**config.mk**
```make
export PLATFORM = sky130hd
export DESIGN_NAME = seq_inc_pipe
export DESIGN_NICKNAME = d
export VERILOG_FILES = /design/src/rtl/seq_pkg.sv /design/src/rtl/seq_inc_stage.sv /design/src/rtl/seq_inc_pipe.sv
export SDC_FILE = /design/constraint.sdc
export NUM_CORES = 1
export LEC_CHECK = 0
export ABC_CLOCK_PERIOD_IN_PS = 3600
export BUFFER_PORTS_ARGS = -buffer_cell sky130_fd_sc_hd__buf_2
export CELL_PAD_IN_SITES_DETAIL_PLACEMENT = 0
export CELL_PAD_IN_SITES_GLOBAL_PLACEMENT = 1
export CORE_MARGIN = 2
export CORE_UTILIZATION = 35
export CTS_CLUSTER_SIZE = 14
export DETAILED_ROUTE_END_ITERATION = 8
export PLACE_DENSITY = 0.73
export RECOVER_POWER = 100
export SYNTH_ARGS = -nofsm -noshare
export SYNTH_HDL_FRONTEND = slang
export SYNTH_HIERARCHICAL = 1
export SYNTH_SLANG_ARGS = --single-unit
```
**constraint.sdc**
```tcl
create_clock -name clk -period 3.6 [get_ports clk]
set_input_delay 0.54 -clock clk [delete_from_list [all_inputs] [get_ports clk]]
set_output_delay 0.54 -clock clk [all_outputs]
set_load 0.02 [all_outputs]
```
**src/rtl/seq_pkg.sv**
```systemverilog
// -----------------------------------------------------------------------------
// seq_pkg
// Shared definitions for the clocked +1 reference pipeline.
//   CNT_W : width of the output transfer counter
//   MAX_W : widest data path the inc() helper supports
//   inc() : returns x+1; callers truncate the result to their own width,
//           which gives modulo-2^WIDTH wrap with no carry out.
// -----------------------------------------------------------------------------
package seq_pkg;

    localparam int CNT_W = 16;
    localparam int MAX_W = 64;

    function automatic logic [MAX_W-1:0] inc(input logic [MAX_W-1:0] x);
        return x + MAX_W'(1);
    endfunction

endpackage

```
**src/rtl/seq_inc_stage.sv**
```systemverilog
// -----------------------------------------------------------------------------
// seq_inc_stage
// One valid/ready register slot that stores (upstream value + 1).
// Ports:
//   clk, rst_n          clock, asynchronous active-low reset
//   up_valid/up_ready   upstream handshake (up_ready is combinational)
//   up_data             upstream value
//   dn_valid/dn_ready   downstream handshake (dn_valid is registered)
//   dn_data             registered up_data + 1 (mod 2^WIDTH)
// -----------------------------------------------------------------------------
module seq_inc_stage
    import seq_pkg::*;
#(
    parameter int WIDTH = 1
) (
    input  logic             clk,
    input  logic             rst_n,
    input  logic             up_valid,
    output logic             up_ready,
    input  logic [WIDTH-1:0] up_data,
    output logic             dn_valid,
    input  logic             dn_ready,
    output logic [WIDTH-1:0] dn_data
);

    logic load;

    // Accept when empty or when the held item leaves this same cycle; this
    // lets bubbles collapse and keeps full throughput.
    assign up_ready = ~dn_valid | dn_ready;
    assign load     = up_valid & up_ready;

    always_ff @(posedge clk or negedge rst_n) begin
        if (!rst_n) begin
            dn_valid <= 1'b0;
            dn_data  <= '0;
        end else if (load) begin
            dn_valid <= 1'b1;
            dn_data  <= WIDTH'(inc(MAX_W'(up_data)));
        end else if (dn_ready) begin
            dn_valid <= 1'b0;
        end
    end

endmodule

```
**src/rtl/seq_inc_pipe.sv**
```systemverilog
// -----------------------------------------------------------------------------
// seq_inc_pipe
// Clocked reference for a +1 chain: STAGES register stages, each adding 1
// modulo 2^WIDTH, joined by valid/ready handshakes.
// Ports:
//   clk, rst_n            clock, asynchronous active-low reset
//   in_valid/in_ready     source handshake
//   in_data               source value
//   out_valid/out_ready   sink handshake
//   out_data              in_data + STAGES (mod 2^WIDTH)
//   tap_data/tap_valid    per-stage value and valid (stage 1 at the LSBs)
//   occupancy             number of occupied stages
//   xfer_cnt              completed output transfers (wraps)
// -----------------------------------------------------------------------------
module seq_inc_pipe
    import seq_pkg::*;
#(
    parameter int WIDTH  = 1,
    parameter int STAGES = 4
) (
    input  logic                        clk,
    input  logic                        rst_n,
    input  logic                        in_valid,
    output logic                        in_ready,
    input  logic [WIDTH-1:0]            in_data,
    output logic                        out_valid,
    input  logic                        out_ready,
    output logic [WIDTH-1:0]            out_data,
    output logic [STAGES*WIDTH-1:0]     tap_data,
    output logic [STAGES-1:0]           tap_valid,
    output logic [$clog2(STAGES+1)-1:0] occupancy,
    output logic [CNT_W-1:0]            xfer_cnt
);

    localparam int OCC_W = $clog2(STAGES+1);

    // Index 0 of each chain is the source side, index STAGES the sink side.
    logic [STAGES:0]             v_chain;
    logic [STAGES:0]             r_chain;
    logic [(STAGES+1)*WIDTH-1:0] d_chain;
    logic                        in_acc;
    logic                        out_xfer;

    assign v_chain[0]           = in_valid;
    assign d_chain[WIDTH-1:0]   = in_data;
    assign r_chain[STAGES]      = out_ready;

    for (genvar k = 0; k < STAGES; k++) begin : g_stage
        seq_inc_stage #(.WIDTH(WIDTH)) u_stage (
            .clk      (clk),
            .rst_n    (rst_n),
            .up_valid (v_chain[k]),
            .up_ready (r_chain[k]),
            .up_data  (d_chain[k*WIDTH +: WIDTH]),
            .dn_valid (v_chain[k+1]),
            .dn_ready (r_chain[k+1]),
            .dn_data  (d_chain[(k+1)*WIDTH +: WIDTH])
        );
    end

    // Held low while reset is asserted so nothing is accepted in that cycle.
    assign in_ready  = rst_n & r_chain[0];
    assign out_valid = v_chain[STAGES];
    assign out_data  = d_chain[STAGES*WIDTH +: WIDTH];
    assign tap_valid = v_chain[STAGES:1];
    assign tap_data  = d_chain[(STAGES+1)*WIDTH-1:WIDTH];

    assign in_acc   = in_valid & in_ready;
    assign out_xfer = out_valid & out_ready;

    always_ff @(posedge clk or negedge rst_n) begin
        if (!rst_n) begin
            occupancy <= '0;
            xfer_cnt  <= '0;
        end else begin
            case ({in_acc, out_xfer})
                2'b10:   occupancy <= occupancy + OCC_W'(1);
                2'b01:   occupancy <= occupancy - OCC_W'(1);
                default: occupancy <= occupancy;
            endcase
            if (out_xfer) begin
                xfer_cnt <= xfer_cnt + CNT_W'(1);
            end
        end
    end

endmodule

```
======== Word level (Yosys, flattened, before mapping) ========
Cells that the tools add are included.
word-level totals
  output and inout bits ................... 30
  bits of input ports ..................... 5
  register bits after elaboration ......... 27
  logic and storage cells ................. 48
operators by class
  mux-type cells .......................... 9
  reductions and logical operators ........ 5
  add/subtract/negate cells ............... 7
  equal/unequal tests ..................... 2
  bitwise gates (word level) .............. 15
operators by type and width
  cell                                               number
  adder 16 x 1 -> 16 bit (second input constant)     1
  nonzero test 2 bit                                 5
  two-way mux 1 bit                                  8
  AND 1 bit                                          7
  case mux 3 bit (2 select lines)                    1
  adder 1 bit (second input constant)                4
  NOT 1 bit                                          4
  OR 1 bit                                           4
  adder 3 x 1 -> 3 bit (second input constant)       1
  subtractor 3 x 1 -> 3 bit (second input constant)  1
  == test 2 x 1 -> 1 bit (second input constant)     1
  == test 2 bit (second input constant)              1

======== Logic depth before layout (Yosys ltp) ========
Gate-level depths: netlist of the first run.
  depth after elaboration ................. 9
  gate-level depth with buffers ........... 12
  depth with buffers taken out ............ 12

======== By module ========
Netlist of the first run, hierarchy kept.
modules (own cells, without submodules)
  module         times used  seq. area each (um^2)  cells an instance  area each (um^2)
  seq_inc_pipe   1           475.5                  77                 905.9
  seq_inc_stage  4           50.0                   7                  90.1

======== Worst setup path before layout of the first run ========
Ideal clock, no wire load.
  kind .................................... input to register
  from .................................... input port out_ready
  to ...................................... register occupancy[2]
  stages on the path ...................... 12
  arrival time ............................ 2.404 ns
  path buffers ............................ 0
  slack ................................... 1.117 ns
  setup time .............................. 0.079 ns
  data required time ...................... 3.521 ns
  path through ............................ nand2b_4 > nand2b_4 > nand2b_4 > nand2b_4 > and2_1 > nand2_1 > ha_1 > inv_1 > fa_1 > xor2_1 > nor2_1 > xor2_1
on the way
  cells in the longest elaborated chain, start to end .. 8
  elaborated cells between the ends (all ways) .. 11
  classes of those cells .................. 2 x eq/ne; 1 x mux; 7 x bitwise; 1 x reduce/logical
RTL lines
  element                                                                line                 text
  from (decl)                                                            seq_inc_pipe.sv:27   input logic out_ready,
  OR 1 bit (*) (2 in a row)                                              seq_inc_stage.sv:30  assign up_ready = ~dn_valid | dn_ready;
  via r_chain[2]                                                         seq_inc_pipe.sv:39   logic [STAGES:0] r_chain;
  OR 1 bit (*)                                                           seq_inc_stage.sv:30
  via r_chain[1]                                                         seq_inc_pipe.sv:39
  OR 1 bit (*)                                                           seq_inc_stage.sv:30
  via r_chain[0]                                                         seq_inc_pipe.sv:39
  AND 1 bit (*)                                                          seq_inc_pipe.sv:62   assign in_ready = rst_n & r_chain[0];
  via in_ready                                                           seq_inc_pipe.sv:24   output logic in_ready,
  AND 1 bit (*)                                                          seq_inc_pipe.sv:68   assign in_acc = in_valid & in_ready;
  == test 2 x 1 -> 1 bit or == test 2 bit (tied branches)                seq_inc_pipe.sv:76   case ({in_acc, out_xfer})
  case mux 3 bit (2 select lines) or nonzero test 2 bit (tied branches)  --
  to (signal assigned)                                                   seq_inc_pipe.sv:77   2'b10: occupancy <= occupancy + OCC_W'(1);
  to (signal assigned)                                                   seq_inc_pipe.sv:78   2'b01: occupancy <= occupancy - OCC_W'(1);
  to (signal assigned)                                                   seq_inc_pipe.sv:79   default: occupancy <= occupancy;
  to (decl)                                                              seq_inc_pipe.sv:31   output logic [$clog2(STAGES+1)-1:0] occupancy,
Mark *: on every way through the listed nets, which the timed path passes. The rest lies on a longest branch.
A chain may end at the register's enable or synchronous reset.

======== Final worst setup path of the first run ========
  from .................................... input port rst_n
  to ...................................... output port in_ready
on the way
  cells in the longest elaborated chain, start to end .. 1
RTL lines
  element      line                text
  from (decl)  seq_inc_pipe.sv:22  input logic rst_n,
  AND 1 bit    seq_inc_pipe.sv:62
  to (decl)    seq_inc_pipe.sv:24
No other way between the ends.

==> results of run 1 <==
==> area by class of cell <==
| cell class | count | area (µm²) |
|---|---|---|
| Clock buffer | 3 | 22.5 |
| Clock inverter | 1 | 7.51 |
| Fill cell | 374 | 2000 |
| Inverter | 9 | 33.8 |
| Multi-Input combinational cell | 67 | 489 |
| Sequential cell | 27 | 676 |
| Tap cell | 46 | 57.6 |
| Timing Repair Buffer | 34 | 131 |
==> path summary, 6_finish.rpt <==
path	start	end
worst max-delay path	rst_n	in_ready
worst min-delay path	in_data	g_stage[0].u_stage/dn_data
worst max register to register	g_stage[3].u_stage/dn_valid	occupancy[2]
worst min register to register	g_stage[1].u_stage/dn_data	g_stage[2].u_stage/dn_data
max in group asynchronous	rst_n	xfer_cnt[9]
min in group asynchronous	rst_n	xfer_cnt[11]
==> worst reg2reg max path, cell delays in order (launching register included) <==
cell and delay (ps):
dfrtp_1 460, nand2b_2 90, nand2b_1 190, nand2b_1 200, nand2b_1 190, and2_0 160, nand2_1 70, ha_1 170
inv_1 60, fa_1 380, xor2_1 170, nor2_1 110, xor2_1 140
==> stage by stage <==
stage / hold slack [ps] / std cells / utilization, % / setup slack, ps / instance area [µm²]
after floorplan: 244 / 105 / - / 1120 / 1270
after global placement: 450 / 183 / 43.3 / 1080 / 1480
after detailed placement: 453 / 183 / 43.3 / 967 / 1480
after CTS: 200 / 187 / 44.2 / 1230 / 1510
after global routing: 346 / 187 / 41.5 / 691 / 1420
final: 363 / 187 / 41.5 / 975 / 1420
==> registers in the layout, summed over array words and instances, names as in the netlist <==
register and flops:
g_stage.u_stage/dn_data 4, g_stage.u_stage/dn_valid 4, occupancy 3, xfer_cnt 16
==> metal layers <==
metal	vias to the layer above	part of all wire, %
li1	405	-
met1	407	46
met2	23	47
met3	4	5.6
met4	0	1.8
met5	-	0
==> layout by cell type, fill, tap and decap left out, types with 2 or more instances in the layout <==
| master | instances |
|---|---|
| nand4_1 | 3 |
| clkbuf_4 | 3 |
| ha_1 | 2 |
| nand2b_1 | 7 |
| buf_2 | 3 |
| dfrtp_1 | 27 |
| nand2_2 | 3 |
| xor2_1 | 8 |
| nor2_1 | 5 |
| and3_2 | 2 |
| clkbuf_1 | 31 |
| nand2_1 | 8 |
| and4_1 | 3 |
| mux2i_1 | 5 |
| nand3_1 | 4 |
| inv_1 | 9 |
| xnor2_1 | 10 |
==> kinds of logic after synthesis <==
group	count (synthesis)
buffers and inverters	11
xor gates and xnor gates	18
adders and majority gates	3
muxes	6
and+or+nand+nor	40
DFF	27
==> power breakdown <==
part	switching (W)	total (W)	internal (W)
registers	0.0000731	0.000447	0.000374
logic	0.000196	0.000306	0.000110
clock network	0.0000967	0.000139	0.0000426
==> results by group, run 1 <==
Status
  – Status: finished clean

Critical path
  – Most used cell, CP: clkbuf_1
  – Critical path depth: 3
  – Buf/Inv on CP: 2
  – Slowest CP cell: clkbuf_1
  – Critical Path RT: 3060 ps
  – Crit-path max FO: 28
  – Startpoint class of the critical path: input pin
  – Reg2reg setup slack: 1150 ps
  – Crit path DAT: 2090 ps
  – Family with the most delay on the worst path: buffers and inverters
  – Reg2Reg Depth: 12
  – Critical Path End Type: primary output
  – Critical Path, Cell by Cell: clkbuf_1, and2_0, clkbuf_1
  – Crit Path Class: input pin to primary output
  – Slowest stage delay, CP: 1040 ps

GRT
  – M3 GR Usage: 2.64%
  – GR peak layer: met2
  – Number of global-route vias before repair: 835
  – Met1 Usage GRT: 15.1%
  – Congestion Overflow GR: 0
  – GRT Total Usage: 11.7%
  – Global-route wire length before repair: 3.75 mm
  – Pin count of the biggest net entering global routing: 29
  – Antenna violations before repair: 0
  – Met2 Track Usage GR: 18.6%

Placed design
  – Port bufs: 34
  – DPL Wire Length: 1.65 mm
  – GPL Wtd Cong: 0.709

Flow run
  – Max_cap viols: 0

Route
  – Final WL: 2.17 mm
  – Vias: 839
  – First-pass iteration count of the detailed router: 4
  – Antenna-violating nets left: 0
  – Vias per cell: 4.49
  – Initial detailed-routing violation count: 12
  – Drc violations: 0
  – WL/cell: 11.6 µm

Yosys
  – Sequential element share of the synthesized area: 53.4%
  – Post-synth ARST share: 100%
  – FF+latch count, synth: 27
  – Commonest cells post-synth: dfrtp_1, xnor2_1, inv_1, xor2_1, nand2_1
  – Compound-Gate Fraction of Synth Area: 0%
  – Most frequently used flop master after synthesis: dfrtp_1
  – Multiplexer area fraction after synthesis: 4.84%
  – Synthesized area per cell: 12.1 µm²
  – Simple-gate share of the synthesized area: 21.9%
  – Mapped cell area: 1270 µm²
  – Post-synth top area cell: dfrtp_1
  – Syn Inst Count: 105
  – Adder-cell area share of the yosys netlist: 3.56%
  – Top-count cell post-synth: dfrtp_1
  – Synth Area in XOR/XNOR: 12.5%
  – Synth top area cells: dfrtp_1, xnor2_1, xor2_1
  – Ys Warns: 6
  – Count of different cell masters after synthesis: 24
  – Number of enable flip-flop cells after synthesis: 0
  – Main combinational cell family by area after synthesis: simple AND/OR/NAND/NOR gates
  – Synth top area share: 53.4%
  – Post-Syn Nets: 113

Floorplanning
  – Die width: 64.1 µm
  – IO Count: 35
  – Initial core utilization: 37.1%
  – Std cell rows: 21
  – Chip Height: 64.1 µm
  – Die area: 4110 µm²
  – Core area: 3420 µm²

Clock network
  – CTS clk-pin slew, worst paths: 140 ps
  – Hold buffers post-CTS: 0
  – Worst-Skew Late Latency: 350 ps
  – Clock Sinks: 27
  – CTS tree: done
  – CTS buffer count: 3
  – CTS Buffer Depth: 2
  – Post-cts sizing count: 0
  – # H-tree levels: 1
  – Post-CTS Setup Inserts: 0
  – Root Driver: clkbuf_4

Finish
  – Layout area overhead: 12.0%
  – N_diodes: 0
  – Share of layout cells above drive strength 1: 10.6%
  – Total Nets Final: 150

STA
  – Min Tclk post-route: 2630 ps
  – Setup TNS: 0 ps
  – RSZ-0062 raised after global routing: false
  – Setup violators final: 0
  – Period utilisation layout: 72.9%
  – Hold Violations, Final: 0
  – Slew headroom: 2.50%
  – Final Skew: 20.5 ps
  – Measured slew at the worst slew-check pin: 1460 ps
  – Max Slew Vio Count: 0
  – Max Freq: 0.381 GHz

Power and ir drop
  – Peak VDD IR: 303 µV
  – Power Dens Cells: 630 nW/µm²
  – Total power: 0.000893 W
  – Leak: 0.666 nW

Min path
  – Worst hold stages: 2
  – Hold Path Class: input pin to flip-flop
(Power assumes the default switching activity.)
==> run 2, diff against run 1 <==
--- a/config.mk
+++ b/config.mk
@@ -5,7 +5,8 @@
 export SDC_FILE = /design/constraint.sdc
 export NUM_CORES = 1
 export LEC_CHECK = 0
-export ABC_CLOCK_PERIOD_IN_PS = 3600
+export ABC_AREA = 1
+export ABC_CLOCK_PERIOD_IN_PS = 2100
 export BUFFER_PORTS_ARGS = -buffer_cell sky130_fd_sc_hd__buf_2
 export CELL_PAD_IN_SITES_DETAIL_PLACEMENT = 0
 export CELL_PAD_IN_SITES_GLOBAL_PLACEMENT = 1
@@ -13,7 +14,7 @@
 export CORE_UTILIZATION = 35
 export CTS_CLUSTER_SIZE = 14
 export DETAILED_ROUTE_END_ITERATION = 8
-export PLACE_DENSITY = 0.73
+export PLACE_DENSITY = 0.78
 export RECOVER_POWER = 100
 export SYNTH_ARGS = -nofsm -noshare
 export SYNTH_HDL_FRONTEND = slang
==> constraint.sdc (replaced) <==
create_clock -name clk -period 2.1 [get_ports clk]
set_input_delay 0.315 -clock clk [delete_from_list [all_inputs] [get_ports clk]]
set_output_delay 0.315 -clock clk [all_outputs]
set_load 0.02 [all_outputs]
==> run 2 against run 1 <==
- hold slack worse by 72 ps
- register-to-register slack worse by 990 ps
- via count is 28% higher
- global-route usage is 0.60 points higher
- worst setup slack worse by 810 ps
- sequential cell count stayed put
- die area is 10% higher
- critical path depth is 14 higher
- largest power group unchanged
- clock power is 110% higher
- final area is 21% higher
- first-iteration DRC count grew to 2.8 times the previous value
- area after synthesis is 11% higher
==> results by group, run 2 <==
Critical path
  – Crit-path max FO: 4 (-86%)
  – Critical Path RT: 2290 ps (-770 ps)
  – Critical Path End Type: flip-flop
  – Crit path DAT: 2130 ps (+40 ps)
  – Family with the most delay on the worst path: simple AND/OR/NAND/NOR gates
  – Startpoint class of the critical path: flip-flop
  – Crit Path Class: flip-flop to flip-flop
  – Slowest stage delay, CP: 380 ps (-660 ps)
  – Slowest CP cell: dfrtp_2
  – Reg2reg setup slack: 160 ps (-990 ps)
  – Buf/Inv on CP: 5 (+3)
  – Critical Path, Cell by Cell: nand2_2, inv_1, nand2_2, inv_1, nand2_2, inv_1, nand2_2, nand2_1, inv_2, nand2_1, ha_1, inv_2, fa_2, nor2_2, nor2_1, nand2_1, xnor2_1
  – Most used cell, CP: nand2_2

Clock network
  – CTS Buffer Depth: 2 (unchanged)
  – CTS tree: done
  – # H-tree levels: 1 (unchanged)
  – CTS clk-pin slew, worst paths: 90 ps (-50 ps)
  – Worst-Skew Late Latency: 270 ps (-80 ps)
  – Clock Sinks: 27 (unchanged)
  – CTS buffer count: 3 (unchanged)
  – Hold buffers post-CTS: 0 (unchanged)
  – Root Driver: clkbuf_8

STA
  – Setup violators final: 0 (unchanged)
  – Final hold slack: 292 ps (-71.6 ps)
  – Final Skew: 4.86 ps (-15.7 ps)
  – Hold Violations, Final: 0 (unchanged)
  – Post-route setup slack: 165 ps (-810 ps)
  – Measured slew at the worst slew-check pin: 1460 ps (+2.45 ps)
  – Max Freq: 0.517 GHz
  – Max Slew Vio Count: 0 (unchanged)
  – Slew headroom: 2.34% (-0.16 points)
  – Min Tclk post-route: 1940 ps
  – Period utilisation layout: 92.2%
  – Setup TNS: 0 ps (unchanged)

Finish
  – N_diodes: 0 (unchanged)
  – Biggest regs: xfer_cnt x16, g_stage.u_stage/dn_data x4, g_stage.u_stage/dn_valid x4
  – Biggest register: xfer_cnt
  – # fillers: 414 (+11%)
  – Design area: 1720 µm² (+21%)
  – Most common cell after layout, fill and taps aside: nand2_1
  – Flip-flop and latch area: 677 µm² (+0.19%)
  – Most frequent cells in the layout: nand2_1, buf_2, dfrtp_1
  – Share of layout cells above drive strength 1: 35.3% (+25 points)
  – Largest register FFs: 16 (unchanged)
  – Multi-input gate area: 616 µm² (+26%)
  – Total Nets Final: 210 (+40%)
  – Layout area overhead: 22.3%

Floorplanning
  – Die area: 4530 µm² (+10%)
  – Die width: 67.3 µm (+5.0%)
  – Chip Height: 67.3 µm (+5.0%)
  – Core area: 3940 µm² (+15%)
  – Initial core utilization: 35.6% (-1.5 points)
  – IO Count: 35 (unchanged)
  – Std cell rows: 23 (+9.5%)

Yosys
  – Post-Syn Nets: 165 (+46%)
  – Most frequently used flop master after synthesis: dfrtp_1
  – FF+latch count, synth: 27 (unchanged)
  – Synthesized area per cell: 8.94 µm² (-26%)
  – Synth top area cells: dfrtp_1, nand2_1, inv_1
  – Mapped cell area: 1400 µm² (+11%)
  – Commonest cells post-synth: nand2_1, dfrtp_1, inv_1, nand2_2, nor2_1
  – Number of enable flip-flop cells after synthesis: 0 (unchanged)
  – Post-synth ARST share: 100% (unchanged)
  – Sequential element share of the synthesized area: 48.1% (-5.2 points)
  – Top-count cell post-synth: nand2_1
  – Ys Warns: 6 (unchanged)
  – Syn Inst Count: 157 (+50%)
  – Synth top area share: 48.1% (-5.2 points)
  – Post-synth top area cell: dfrtp_1
  – Count of different cell masters after synthesis: 21 (-13%)

Route
  – Vias per cell: 4.29 (-4.5%)
  – First-pass iteration count of the detailed router: 4 (unchanged)
  – Initial detailed-routing violation count: 34 (+22)
  – Final WL: 2.57 mm (+19%)
  – Drc violations: 0 (unchanged)
  – Antenna-violating nets left: 0 (unchanged)
  – WL/cell: 10.2 µm (-12%)
  – Vias: 1076 (+28%)

Placed design
  – DPL Wire Length: 1.94 mm (+17%)
  – GPL Wtd Cong: 0.738 (+4.1%)
  – Port bufs: 34 (unchanged)
  – Dpl ws: 27.6 ps (-939 ps)
  – Dpl cell area: 1650 µm² (+12%)

Min path
  – Hold Path Class: input pin to flip-flop

Status
  – Status: finished clean

Power and ir drop
  – Leak: 0.982 nW (+47%)
  – Sequential power share: 42.3% (-7.8 points)
  – Switching Fraction: 41.8% (+0.75 points)
  – Switching power: 0.000792 W (+120%)
  – Power Dens Cells: 1100 nW/µm² (+75%)
  – Total power: 0.00190 W (+110%)
  – Clock share of power: 15.7% (about the same)
  – Pint: 0.00110 W (+110%)
  – Peak VDD IR: 531 µV (+75%)
  – Comb power frac: 42.0% (+7.7 points)

GRT
  – Pin count of the biggest net entering global routing: 28 (-3.4%)
  – Global-route wire length before repair: 4.26 mm (+14%)
  – GRT Total Usage: 12.3% (+0.60 points)
  – Number of global-route vias before repair: 947 (+13%)
  – Congestion Overflow GR: 0 (unchanged)
  – Antenna violations before repair: 0 (unchanged)

Flow run
  – Max_cap viols: 0 (unchanged)
[run 2: cell count changes in the layout (fill, tap and decap cells not counted), moves of 4 or more]
cell      delta
inv_1        +9
nand2_2      +5
mux2i_1      -5
xnor2_1      -4
buf_4        +7
inv_2        +6
nand2_1     +40
nand2b_1     -7
buf_2       +31
clkbuf_1    -29
nor2_4       +4
[run 2: repair_timing]
action                                  4_1_cts  5_1_grt
endpoints found under the hold margin         0        0
resized for setup                             0        3
endpoints found under the setup margin        0        2
setup buffers                                 0        4
[run 2: worst reg2reg max path, cell delays in order, from the launching register on]
cell,delay (ps)
dfrtp_2,380
nand2_2,60
inv_1,60
nand2_2,50
inv_1,60
nand2_2,60
inv_1,70
nand2_2,70
nand2_1,80
inv_2,30
nand2_1,50
ha_1,150
inv_2,60
fa_2,360
nor2_2,90
nor2_1,50
nand2_1,70
xnor2_1,120
[run 2: area by class of cell]
class	count	area share (%)
clock buffers	4	2.62
repair buffers	42	13.2
flip-flops and latches	27	39.4
inverters	24	5.25
multi-input cells	104	35.9
well taps	50	3.64
[run 2: final timing paths]
path	from	to	cells after the start
worst max-delay path	g_stage[3].u_stage/dn_valid	occupancy[2]	17
worst min-delay path	in_valid	g_stage[0].u_stage/dn_valid	3
worst max register to register	g_stage[3].u_stage/dn_valid	occupancy[2]	17
worst min register to register	occupancy[2]	occupancy[2]	1
max in group asynchronous	rst_n	g_stage[3].u_stage/dn_valid	2
min in group asynchronous	rst_n	xfer_cnt[8]	2
[run 2: cell families after synthesis]
logic type | Yosys count | synth area share, %
adders and majority gates | 3 | 3.21
buffers and inverters | 26 | 7.49
xor gates and xnor gates | 11 | 6.86
and+or+nand+nor | 89 | 34.0
AOI/OAI and AO/OA | 1 | 0.356
DFF | 27 | 48.1
[run 2: through the flow]
step,std cells,utilization (%)
after global placement,243,41.9
after floorplan,157,-
after CTS,247,43.1
after detailed placement,243,41.9
final,251,43.5
after global routing,251,43.5
[run 2: routing by layer]
| layer | share of wire [%] | track usage (%) |
|---|---|---|
| met1 | 49 | 17.2 |
| met2 | 47 | 19.9 |
| met3 | 3.0 | 1.50 |
| met4 | 0.70 | 3.83 |
| met5 | 0 | 0 |
[run 2: power by group through the flow]
stage	Combinational [W]	Clock, W	Sequential [W]
6_report	0.000796	0.000297	0.000803
5_1_grt	0.000892	0.000335	0.000828
4_1_cts	0.000783	0.000306	0.000809
3_5_place_dp	0.000780	0	0.000818
3_3_place_gp	0.000773	0	0.000821
2_1_floorplan	0.000375	0	0.000984
